File: src/rtl/tsp_pkg.sv
// rtl/tsp_pkg.sv - shared TS packet constants, scheduler states and round-robin helper
package tsp_pkg;

  localparam int PACK_BYTE_SIZE = 188;
  localparam int PACK_WORD_SIZE = PACK_BYTE_SIZE / 4;

  typedef enum logic [1:0] {
    ST_IDLE = 2'd0,
    ST_ARB  = 2'd1,
    ST_PUMP = 2'd2,
    ST_HOLD = 2'd3
  } sched_state_e;

  // Wraps a slot number that is at most one lap past the end of the slot range.
  function automatic int unsigned rr_wrap(input int unsigned x, input int unsigned n);
    return (x >= n) ? (x - n) : x;
  endfunction

endpackage

File: src/rtl/rr_arbiter.sv
// rtl/rr_arbiter.sv - combinational round-robin pick of the first request at or after ptr
module rr_arbiter
  import tsp_pkg::*;
#(
  parameter int FILTER_NUM  = 64,
  parameter int INDEX_WIDTH = 6
) (
  input  logic [FILTER_NUM-1:0]  req_i,
  input  logic [INDEX_WIDTH-1:0] ptr_i,
  output logic [FILTER_NUM-1:0]  grant_o,
  output logic [INDEX_WIDTH-1:0] grant_idx_o,
  output logic                   grant_valid_o
);

  always_comb begin
    int unsigned k;
    k             = 0;
    grant_idx_o   = '0;
    grant_valid_o = 1'b0;
    for (int i = 0; i < FILTER_NUM; i++) begin
      k = rr_wrap(int'(ptr_i) + i, FILTER_NUM);
      if (!grant_valid_o && (((req_i >> k) & FILTER_NUM'(1)) != '0)) begin
        grant_valid_o = 1'b1;
        grant_idx_o   = INDEX_WIDTH'(k);
      end
    end
    grant_o = grant_valid_o ? (FILTER_NUM'(1) << grant_idx_o) : '0;
  end

endmodule

File: src/rtl/filter_read_scheduler.sv
// rtl/filter_read_scheduler.sv - round-robin owner of the shared 188-byte packet buffer
module filter_read_scheduler #(
  parameter int C_S_AXI_DATA_WIDTH = 32,
  parameter int FILTER_NUM         = 64,
  parameter int INDEX_WIDTH        = 6,
  parameter int PACK_WORD_SIZE     = tsp_pkg::PACK_WORD_SIZE,
  parameter int TIMEOUT_CYCLES     = 1023
) (
  input  logic                          S_AXI_ACLK,
  input  logic                          S_AXI_ARESET,
  input  logic                          enable,
  input  logic [FILTER_NUM-1:0]         slot_mask,
  input  logic [FILTER_NUM-1:0]         read_data_ready,
  output logic [FILTER_NUM-1:0]         pump_enable,
  input  logic                          word_valid,
  input  logic [7:0]                    word_index,
  input  logic [C_S_AXI_DATA_WIDTH-1:0] word_data,
  output logic                          buf_wr_en,
  output logic [7:0]                    buf_wr_addr,
  output logic [C_S_AXI_DATA_WIDTH-1:0] buf_wr_data,
  output logic                          pkt_done,
  output logic [INDEX_WIDTH-1:0]        pkt_slot,
  input  logic                          host_ack,
  output logic                          busy,
  output logic                          timeout_err
);
  import tsp_pkg::*;

  localparam int              TW    = $clog2(TIMEOUT_CYCLES + 1);
  localparam logic [7:0]      WORDS = 8'(PACK_WORD_SIZE);
  localparam logic [TW-1:0]   T_MAX = TW'(TIMEOUT_CYCLES);

  sched_state_e                  state_q;
  logic [INDEX_WIDTH-1:0]        rr_ptr_q, grant_slot_q, pkt_slot_q;
  logic [7:0]                    word_cnt_q, buf_wr_addr_q;
  logic [TW-1:0]                 timer_q;
  logic [FILTER_NUM-1:0]         pump_enable_q;
  logic [C_S_AXI_DATA_WIDTH-1:0] buf_wr_data_q;
  logic                          buf_wr_en_q, pkt_done_q, busy_q, timeout_err_q;

  logic [FILTER_NUM-1:0]         arb_grant;
  logic [INDEX_WIDTH-1:0]        arb_idx;
  logic                          arb_valid;
  logic [INDEX_WIDTH-1:0]        next_ptr_d;

  rr_arbiter #(
    .FILTER_NUM  (FILTER_NUM),
    .INDEX_WIDTH (INDEX_WIDTH)
  ) u_rr_arbiter (
    .req_i         (read_data_ready & slot_mask),
    .ptr_i         (rr_ptr_q),
    .grant_o       (arb_grant),
    .grant_idx_o   (arb_idx),
    .grant_valid_o (arb_valid)
  );

  assign next_ptr_d = INDEX_WIDTH'(rr_wrap(int'(grant_slot_q) + 1, FILTER_NUM));

  always_ff @(posedge S_AXI_ACLK or posedge S_AXI_ARESET) begin
    if (S_AXI_ARESET) begin
      state_q       <= ST_IDLE;
      rr_ptr_q      <= '0;
      grant_slot_q  <= '0;
      pkt_slot_q    <= '0;
      word_cnt_q    <= '0;
      timer_q       <= '0;
      pump_enable_q <= '0;
      buf_wr_en_q   <= 1'b0;
      buf_wr_addr_q <= '0;
      buf_wr_data_q <= '0;
      pkt_done_q    <= 1'b0;
      busy_q        <= 1'b0;
      timeout_err_q <= 1'b0;
    end else begin
      buf_wr_en_q   <= 1'b0;
      pkt_done_q    <= 1'b0;
      timeout_err_q <= 1'b0;
      case (state_q)
        ST_IDLE: begin
          if (enable) begin
            state_q <= ST_ARB;
            busy_q  <= 1'b1;
          end
        end
        ST_ARB: begin
          if (arb_valid) begin
            grant_slot_q  <= arb_idx;
            pump_enable_q <= arb_grant;
            word_cnt_q    <= '0;
            timer_q       <= '0;
            state_q       <= ST_PUMP;
          end else if (!enable) begin
            state_q <= ST_IDLE;
            busy_q  <= 1'b0;
          end
        end
        ST_PUMP: begin
          // Completion is seen one cycle after the last word so its buffer write has landed.
          if (word_cnt_q == WORDS) begin
            pump_enable_q <= '0;
            pkt_done_q    <= 1'b1;
            pkt_slot_q    <= grant_slot_q;
            rr_ptr_q      <= next_ptr_d;
            state_q       <= ST_HOLD;
          end else if (timer_q == T_MAX) begin
            pump_enable_q <= '0;
            timeout_err_q <= 1'b1;
            rr_ptr_q      <= next_ptr_d;
            state_q       <= ST_ARB;
          end else if (word_valid) begin
            timer_q <= '0;
            if (word_index < WORDS) begin
              buf_wr_en_q   <= 1'b1;
              buf_wr_addr_q <= word_index;
              buf_wr_data_q <= word_data;
              word_cnt_q    <= word_cnt_q + 8'd1;
            end
          end else begin
            timer_q <= timer_q + TW'(1);
          end
        end
        ST_HOLD: begin
          if (host_ack) begin
            state_q <= enable ? ST_ARB : ST_IDLE;
            busy_q  <= enable;
          end
        end
        default: begin
          state_q <= ST_IDLE;
          busy_q  <= 1'b0;
        end
      endcase
    end
  end

  assign pump_enable = pump_enable_q;
  assign buf_wr_en   = buf_wr_en_q;
  assign buf_wr_addr = buf_wr_addr_q;
  assign buf_wr_data = buf_wr_data_q;
  assign pkt_done    = pkt_done_q;
  assign pkt_slot    = pkt_slot_q;
  assign busy        = busy_q;
  assign timeout_err = timeout_err_q;

endmodule

File: config.mk
export PLATFORM = sky130hd
export DESIGN_NAME = filter_read_scheduler
export DESIGN_NICKNAME = d
export VERILOG_FILES = /design/src/rtl/tsp_pkg.sv /design/src/rtl/rr_arbiter.sv /design/src/rtl/filter_read_scheduler.sv
export SDC_FILE = /design/constraint.sdc
export NUM_CORES = 1
export LEC_CHECK = 0
export ABC_AREA = 1
export ABC_CLOCK_PERIOD_IN_PS = 14600
export CORE_UTILIZATION = 41
export DETAILED_ROUTE_END_ITERATION = 12
export PLACE_DENSITY_LB_ADDON = 0.3
export SETUP_SLACK_MARGIN = 0.05
export SYNTH_ARGS = -nofsm -noshare
export SYNTH_HDL_FRONTEND = slang
export SYNTH_SLANG_ARGS = --single-unit
File: constraint.sdc
create_clock -name S_AXI_ACLK -period 14.6 [get_ports S_AXI_ACLK]
set_clock_uncertainty 0.2 [all_clocks]
set_input_delay 1.46 -clock S_AXI_ACLK [delete_from_list [all_inputs] [get_ports S_AXI_ACLK]]
set_output_delay 1.46 -clock S_AXI_ACLK [all_outputs]
set_load 0.02 [all_outputs]
After elaboration in Yosys (flattened, before gate mapping) --
Index checks and enable logic that the tools add are counted.
Storage, ports and cells: register bits 146, input port bits 173, output and inout port bits 114, word-level logic and storage cells 666
Cells by class: add/sub/neg operators 131, order comparisons 66, equality and inequality tests 16, shift operators 65, muxes and demuxes 233, bitwise logic cells 3, reductions and logical operators 139
Operators by type and width (number):
- $shr 64x32->1 | 64
- $mux 32 | 64
- $ge 32x7->1 const B | 63
- $sub 32x7->32 const B | 63
- $mux 6 | 67
- $add 6x6->7 const B | 32
- $mux 64 | 3
- $pmux 64 s2 | 1
- $add 6x5->7 const B | 16
- $mux 1 | 79
- $and 64x64->64 | 1
- $shl 1x6->64 const A | 1
- $logic_and 1x1->1 | 63
- $logic_not 1->1 | 63
- $add 6x4->7 const B | 8
- $mux 10 | 4
- $mux 8 | 5
- $add 6x3->7 const B | 4
- $pmux 10 s2 | 1
- $ne 2x2->1 const B | 9
- $pmux 8 s2 | 1
- $add 6x1->7 const B | 2
- $add 6x2->7 const B | 2
- $mux 2 | 6
- other kinds (23) | 31

Depth between registers and ports, before layout --
Gate-level depths: netlist of the first run.
depth after elaboration 196, mapped depth 66, gate-level depth less buffers 61

Modules after synthesis --
A second synthesis of the first run with hierarchy kept.
Unflattened totals: cells, all modules 2895, area, all modules 17405.4 um^2
By module, submodules not included:
- rr_arbiter | times used 1, cells an instance 2029, area an instance 10600.2 um^2, sequential area each 0.0 um^2
- filter_read_scheduler | times used 1, cells an instance 866, area an instance 6805.3 um^2, sequential area each 3653.5 um^2

Worst setup path before layout of the first run --
No wires, ideal clock.
kind reg-to-reg, start point register rr_ptr_q[2], end point register pump_enable_q[32], in the netlist pump_enable[32], library setup time 66 ps, data arrival time 7447 ps, data required time 14334 ps, setup slack 6887 ps, cell stages (with the launch flop) 52, path buffers 6, period minus slack after synthesis 7713 ps, cell sequence dfrtp_1 -> buf_6 -> inv_2 -> buf_1 -> buf_1 -> ha_1 -> inv_1 -> clkbuf_1 -> buf_1 -> nand3_1 -> nand3_1 -> nand2_1 -> nand2_1 -> a21oi_1 -> a21oi_1 -> nand4_2 -> nor2_2 -> nand4_2 -> [... 16 more ...] -> nor2_4 -> nand4_4 -> nor2_8 -> nand4_4 -> nor2_8 -> nand3_1 -> nor2_1 -> nand2_1 -> o21ai_2 -> inv_2 -> nand3_1 -> nand2_1 -> nand3_2 -> nand3_2 -> clkinv_2 -> buf_6 -> nand3_1 -> nand2_1
Between the ends: word-level cells in the longest chain between the ends 196, elaborated cells between the ends (all ways) 578, classes of those cells add/sub: 127; order compare: 64; eq/ne: 1; shift: 65; mux: 194; reduce/logical: 127
RTL lines:
- from (decl) | RTL line filter_read_scheduler.sv:34 | logic [INDEX_WIDTH-1:0] rr_ptr_q, grant_slot_q, pkt_slot_q;
- from (signal assigned) | RTL line filter_read_scheduler.sv:103 | rr_ptr_q <= next_ptr_d;
- from (signal assigned) | RTL line filter_read_scheduler.sv:108 | rr_ptr_q <= next_ptr_d;
- parallel branches: the longest is 196 deep, another holds $sub 32x7->32
- to (signal assigned) | RTL line filter_read_scheduler.sv:88 | pump_enable_q <= arb_grant;
- to (decl) | RTL line filter_read_scheduler.sv:37 | logic [FILTER_NUM-1:0] pump_enable_q;
Parallel ways; which one is timed is not known. The select of a mux whose other input is x is not followed. A chain may end at the register's enable or synchronous reset.

Worst setup path after layout of the first run --
start point register rr_ptr_q[1], end point register pump_enable_q[5], in the netlist pump_enable[5]
Same word-level chain as after synthesis.

==> flow_metrics.py, run 1 <==
metrics = {
    "logic_synthesis": {
        "post_synth_mux_area_share_pct": 0.7571,
        "yosys-top-cells-area": "nand2_1, dfrtp_1, nand3_1",
        "combinational_family_with_the_most_area_after_synthesis": "simple AND/OR/NAND/NOR gates",
        "synthSimpleGateAreaFrac_pct": 54.13,
        "synth_nets": 3162,
        "synth_compound_gate_area_share_pct": 7.777,
        "synthDominantAreaCellType": "nand2_1",
        "post_synthesis_instance_area_um2": 17020,
        "synth-seq-cells": 146,
        "synth-seq-area-share_pct": 21.46,
        "synth.yosys.warnings": 0,
        "synth_top_cell_area_share_pct": 23.38,
        "ys_types": 55,
        "synth_cells": 2955,
        "post_synth_fa_ha_maj_area_fraction_pct": 2.499,
        "syn_avg_cell_area_um2": 5.760,
        "synthXorXnorAreaFrac_pct": 3.418,
    },
    "timing": {
        "final.hold.worst_slack_ns": 0.2787,
        "shortest_period_the_worst_path_allows_ns": 11.86,
        "report.final.setup_viol": 0,
        "report.final.hold_viol_count": 0,
        "max_slew_margin_pct": 15.67,
        "worst_slew_pin_slew_ns": 1.261,
        "finalCritPeriodShare_pct": 81.20,
        "slew_viol_final": 0,
        "clock.fmax_mhz": 84.35,
        "setup_tns_ns": 0,
        "setup_repair_after_global_routing_missed_its_margin": "no",
    },
    "clock_network": {
        "total_number_of_h_tree_levels": 4,
        "clk_root_buffer_cell": "clkbuf_16",
        "worst_skew_pair.late_latency_ns": 0.44,
        "tritoncts": "built",
        "ctsLongestPathBuffers": 2,
        "postCtsSetupRepairBufs": 0,
        "clkSlewWorstSetupHoldPaths_ns": 0.06,
        "cts_repair_resize_count": 0,
        "postCtsHoldBufs": 0,
        "tritoncts.num_buffers": 17,
        "cts_sink_cnt": 146,
    },
    "flow_run": {
        "total_of_max_cap_violations": 0,
    },
    "floorplan": {
        "row_count": 74,
        "initial_utilization_pct": 41.59,
        "chipWidth_um": 205.8,
        "fp.dieH_um": 205.8,
        "die-area_um2": 42340,
        "io_pins": 287,
        "design.core.area_um2": 40920,
    },
    "worst_setup_path": {
        "cp_max_fo": 47,
        "timing.critical_path.mode_cell": "nand3_1",
        "worstPathRequired_ns": 14.78,
        "crit_path_end_kind": "flip-flop",
        "worst_setup_path_start_kind": "flip-flop",
        "worst_path_largest_cell_delay_ns": 0.67,
        "crit_slowest_cell": "dfrtp_2",
        "cp_data_arrival_time_ns": 12.03,
        "crit_type": "flip-flop to flip-flop",
    },
    "route": {
        "route.antenna.remaining_nets": 0,
        "detail_route.wl_per_cell_um": 21.95,
        "drtIter0Drc": 2684,
        "wl_um": 81560,
        "via_per_inst": 5.877,
        "detailed_route_drc_error_count": 0,
        "drt_first_pass_iters": 9,
        "route.vias.total": 21838,
    },
    "grt": {
        "globalRouteOverflowTotal": 0,
        "first_global_vias": 20399,
        "global_route_usage_over_all_layers_pct": 38.53,
        "pin_count_of_the_biggest_net_entering_global_routing": 78,
        "initial_antenna_violation_count": 0,
        "global_route_wire_length_before_repair_um": 122200,
    },
    "cells_and_area": {
        "layout.cells.most_common_list": "nand2_1, nand3_1, clkdlybuf4s50_1",
        "syn_to_final_growth_pct": 22.14,
        "layout-drive-gt1-share_pct": 5.402,
        "fin_util_pct": 50.80,
        "design_area_um2": 20790,
        "antenna-diode-count": 0,
        "finalNetCount": 3378,
        "instances_no_fill": 3716,
        "final_common_cell": "nand2_1",
    },
    "place": {
        "post-place-cells": 3684,
        "place_congestion": 1.076,
        "dpl.hpwl_um": 63270,
        "io_buffer_count": 286,
        "detailed_place.area_um2": 20200,
    },
    "power": {
        "power.ir.vdd_worst_mv": 0.1021,
        "power.density_nw_per_um2": 61.90,
        "p_leak_nw": 10.62,
    },
    "worst_hold_path": {
        "holdCritPathClass": "flip-flop to flip-flop",
    },
    "run_status": {
        "status": "complete, no violations",
    },
}
==> where the power goes <==
group	switching, mW	leakage (nW)	internal [mW]
Sequential	0.0275	1.96	0.441
Combinational	0.223	8.38	0.152
Clock	0.184	0.275	0.259
==> per-layer routing <==
| metal | track usage (%) | share of wire [%] | vias to the layer above |
|---|---|---|---|
| met4 | 20.21 | 5.8 | 0 |
| met2 | 59.31 | 43 | 1294 |
| met5 | 0 | 0 | - |
| li1 | - | - | 10120 |
| met3 | 8.869 | 12 | 257 |
| met1 | 49.95 | 39 | 10167 |
==> critical path: cells and delay by family (launching register included) <==
kind                     cells  cell delay [ns]
flip-flops                   1             0.67
adder cells (fa/ha/maj)      1             0.63
AND/OR/NAND/NOR             44             8.62
buffers and inverters        6             1.57
==> sequential cells by signal, indices dropped and copies added, names as in the netlist, 2 cells and up <==
signal and count:
pkt_slot 6, grant_slot_q 6, word_cnt_q 8, timer_q 10, state_q 2, buf_wr_addr 8, rr_ptr_q 6, pump_enable 64
buf_wr_data 32
==> cells in the mapped netlist (all sizes together) <==
master   count
o21bai       9
buf         67
mux2         7
nor2       270
clkinv       8
nand4      144
o22ai        1
ha          34
nand2     1065
clkbuf      53
o21ai      160
o211a        1
nor4         6
a31oi       17
o2111ai      3
o211ai       2
o21a        12
or2         10
mux2i        5
dfrtp      146
a41oi        1
xnor2        5
nand3b       4
a21oi       27
nand3      540
inv        277
and2         3
nor3        21
xor2        52
or4          4
a21boi       1
==> stage by stage <==
| stage | setup WS [ns] | total power [mW] |
|---|---|---|
| after global placement | 3.207 | 0.8391 |
| after CTS | 3.078 | 1.288 |
| after global routing | 1.923 | 1.344 |
| final | 2.744 | 1.287 |
| after detailed placement | 3.108 | 0.8423 |
| after floorplan | 6.887 | 0.6574 |
==> path summary, 6_finish.rpt <==
| check | from | slack [ns] | cells past startpoint | endpoint |
|---|---|---|---|---|
| worst max-delay path | rr_ptr_q[1]$_DFFE_PP0P_ | 2.74 | 51 | pump_enable[5]$_DFFE_PP0P_ |
| worst min-delay path | pump_enable[7]$_DFFE_PP0P_ | 0.28 | 2 | pump_enable[7]$_DFFE_PP0P_ |
| worst max register to register | rr_ptr_q[1]$_DFFE_PP0P_ | 2.74 | 51 | pump_enable[5]$_DFFE_PP0P_ |
| worst min register to register | pump_enable[7]$_DFFE_PP0P_ | 0.28 | 2 | pump_enable[7]$_DFFE_PP0P_ |
| max in group asynchronous | S_AXI_ARESET | 11.42 | 3 | rr_ptr_q[1]$_DFFE_PP0P_ |
| min in group asynchronous | S_AXI_ARESET | 1.31 | 2 | buf_wr_data[11]$_DFFE_PP0P_ |
==> area by class of cell <==
type	count	area, um2
Clock inverter	12	142.6
Multi-Input combinational cell	2404	11700
Inverter	285	1079
Clock buffer	20	446.7
Tap cell	532	665.6
Fill cell	4255	20130
Timing Repair Buffer	317	3095
Sequential cell	146	3657
==> cells by family after synthesis <==
group	Yosys count
xor+xnor	57
simple gates	2067
flops	146
mux	12
fa+ha+maj	34
compound gates	234
buf+inv	405
Power figures use the tool's default switching activity.
==> run 2, diff against run 1 <==
Settings changed: ABC_CLOCK_PERIOD_IN_PS 14600 to 11970.
Clock period 14.6 ns to 11.97 ns, I/O delays scaled along.
==> flow_metrics.py, run 2 (synthesis results as in run 1) <==
metrics = {
    "cells_and_area": {
        "fin_util_pct": 51.06,
        "layout.cells.most_common_list": "nand2_1, nand3_1, clkdlybuf4s50_1",
        "layout-drive-gt1-share_pct": 5.877,
        "design_area_um2": 20900,
        "largest_register_ffs": 64,
        "syn_to_final_growth_pct": 22.77,
        "antenna-diode-count": 0,
        "final_common_cell": "nand2_1",
        "finalNetCount": 3393,
    },
    "worst_setup_path": {
        "reg2regPathDepth": 45,
        "cp_max_fo": 47,
        "worstReg2RegStart": "rr_ptr_q[1]$_DFFE_PP0P_",
        "cp_data_arrival_time_ns": 10.92,
        "critical_path.reg2reg.endpoint": "pump_enable[18]$_DFFE_PP0P_",
        "worst_path_largest_cell_delay_ns": 0.68,
        "worst_setup_path_start_kind": "flip-flop",
        "worstPathRequired_ns": 12.14,
        "crit_slowest_cell": "inv_2",
        "crit_end": "pump_enable[18]$_DFFE_PP0P_",
        "setup.reg_to_reg.worst_slack_ns": 1.22,
        "timing.critical_path.from": "rr_ptr_q[1]$_DFFE_PP0P_",
        "crit_path_end_kind": "flip-flop",
        "crit_type": "flip-flop to flip-flop",
    },
    "clock_network": {
        "worst_skew_pair.late_latency_ns": 0.43,
        "postCtsHoldBufs": 0,
        "tritoncts": "built",
        "clk_root_buffer_cell": "clkbuf_16",
        "postCtsSetupRepairBufs": 0,
        "clkSlewWorstSetupHoldPaths_ns": 0.07,
        "total_number_of_h_tree_levels": 4,
        "cts_sink_cnt": 146,
        "tritoncts.num_buffers": 17,
        "cts_repair_resize_count": 0,
        "ctsLongestPathBuffers": 2,
    },
    "flow_run": {
        "total_of_max_cap_violations": 0,
    },
    "timing": {
        "shortest_period_the_worst_path_allows_ns": 10.75,
        "slew_viol_final": 0,
        "setup_repair_after_global_routing_missed_its_margin": "no",
        "setup_tns_ns": 0,
        "finalCritPeriodShare_pct": 89.85,
        "report.final.setup_viol": 0,
        "final.hold.worst_slack_ns": 0.2769,
        "max_slew_margin_pct": 23.06,
        "worst_slew_pin_slew_ns": 1.150,
        "report.final.hold_viol_count": 0,
        "clock.fmax_mhz": 92.98,
    },
    "worst_hold_path": {
        "holdCritPathClass": "flip-flop to flip-flop",
    },
    "place": {
        "io_buffer_count": 286,
        "place_congestion": 1.153,
        "dpl.hpwl_um": 65620,
        "detailed_place.area_um2": 20310,
    },
    "power": {
        "p_leak_nw": 10.70,
        "power.ir.vdd_worst_mv": 0.1806,
        "power.density_nw_per_um2": 74.93,
    },
    "route": {
        "drt_first_pass_iters": 7,
        "route.antenna.remaining_nets": 0,
        "drtIter0Drc": 2528,
        "via_per_inst": 5.833,
        "detailed_route_drc_error_count": 0,
        "detail_route.wl_per_cell_um": 22.34,
        "route.vias.total": 21763,
        "wl_um": 83350,
    },
    "floorplan": {
        "die-area_um2": 42340,
        "chipWidth_um": 205.8,
        "fp.dieH_um": 205.8,
        "io_pins": 287,
        "design.core.area_um2": 40920,
        "initial_utilization_pct": 41.59,
        "row_count": 74,
    },
    "grt": {
        "globalRouteOverflowTotal": 0,
        "pin_count_of_the_biggest_net_entering_global_routing": 77,
        "first_global_vias": 20373,
        "global_route_wire_length_before_repair_um": 124800,
        "initial_antenna_violation_count": 0,
        "global_route_usage_over_all_layers_pct": 39.52,
    },
    "run_status": {
        "status": "complete, no violations",
    },
}
==> run 2: how the worst min path moves through the flow <==
| stage | start | to | slack (ns) | cells past startpoint |
|---|---|---|---|---|
| global placement | buf_wr_data[27]$_DFFE_PP0P_ | buf_wr_data[27]$_DFFE_PP0P_ | 0.26 | 2 |
| floorplan | grant_slot_q[4]$_DFFE_PP0P_ | grant_slot_q[4]$_DFFE_PP0P_ | 0.27 | 2 |
| global route | buf_wr_data[17]$_DFFE_PP0P_ | buf_wr_data[17]$_DFFE_PP0P_ | 0.30 | 2 |
| detailed placement | pump_enable[24]$_DFFE_PP0P_ | pump_enable[24]$_DFFE_PP0P_ | 0.27 | 2 |
| CTS | pump_enable[24]$_DFFE_PP0P_ | pump_enable[24]$_DFFE_PP0P_ | 0.28 | 2 |
| finish | pump_enable[24]$_DFFE_PP0P_ | pump_enable[24]$_DFFE_PP0P_ | 0.28 | 2 |
==> run 2: metal layers <==
metal | GRT usage (%) | routed length, um | vias up
met1 | 50.92 | 33290 | 10097
met5 | 0 | 0 | -
met4 | 21.24 | 5023 | 0
met2 | 61.45 | 36250 | 1256
li1 | - | - | 10158
met3 | 8.505 | 8775 | 252
==> run 2: final cells by class <==
type / instances / area (um2)
clock buffer: 17 / 425.4
clock inverter: 15 / 165.2
fill: 4258 / 20030
inverter: 285 / 1079
multi-input combinational: 2404 / 11700
sequential: 146 / 3657
tap: 532 / 665.6
timing repair buffer: 332 / 3208
==> run 2: critical path: cells and delay by family (launching register included) <==
kind | cells | cell delay, ns
buffers and inverters | 2 | 1.19
adders and majority gates | 1 | 0.48
DFF | 1 | 0.42
and+or+nand+nor | 41 | 7.75
AOI/OAI and AO/OA | 1 | 0.61
==> run 2: power breakdown <==
group | total (mW) | switching, mW | internal, mW
combinational | 0.456 | 0.271 | 0.185
sequential | 0.572 | 0.0350 | 0.538
clock | 0.537 | 0.241 | 0.296
total | 1.57 | 0.547 | 1.02
==> run 2: per-stage QoR <==
stage          cells  setup WS, ns  total power [mW]
6_report        3731         1.215             1.566
3_3_place_gp    3699         1.688             1.021
5_1_grt         3731        0.3382             1.632
4_1_cts         3731         1.414             1.565
2_1_floorplan   2955         4.257            0.8018
3_5_place_dp    3699         1.456             1.027
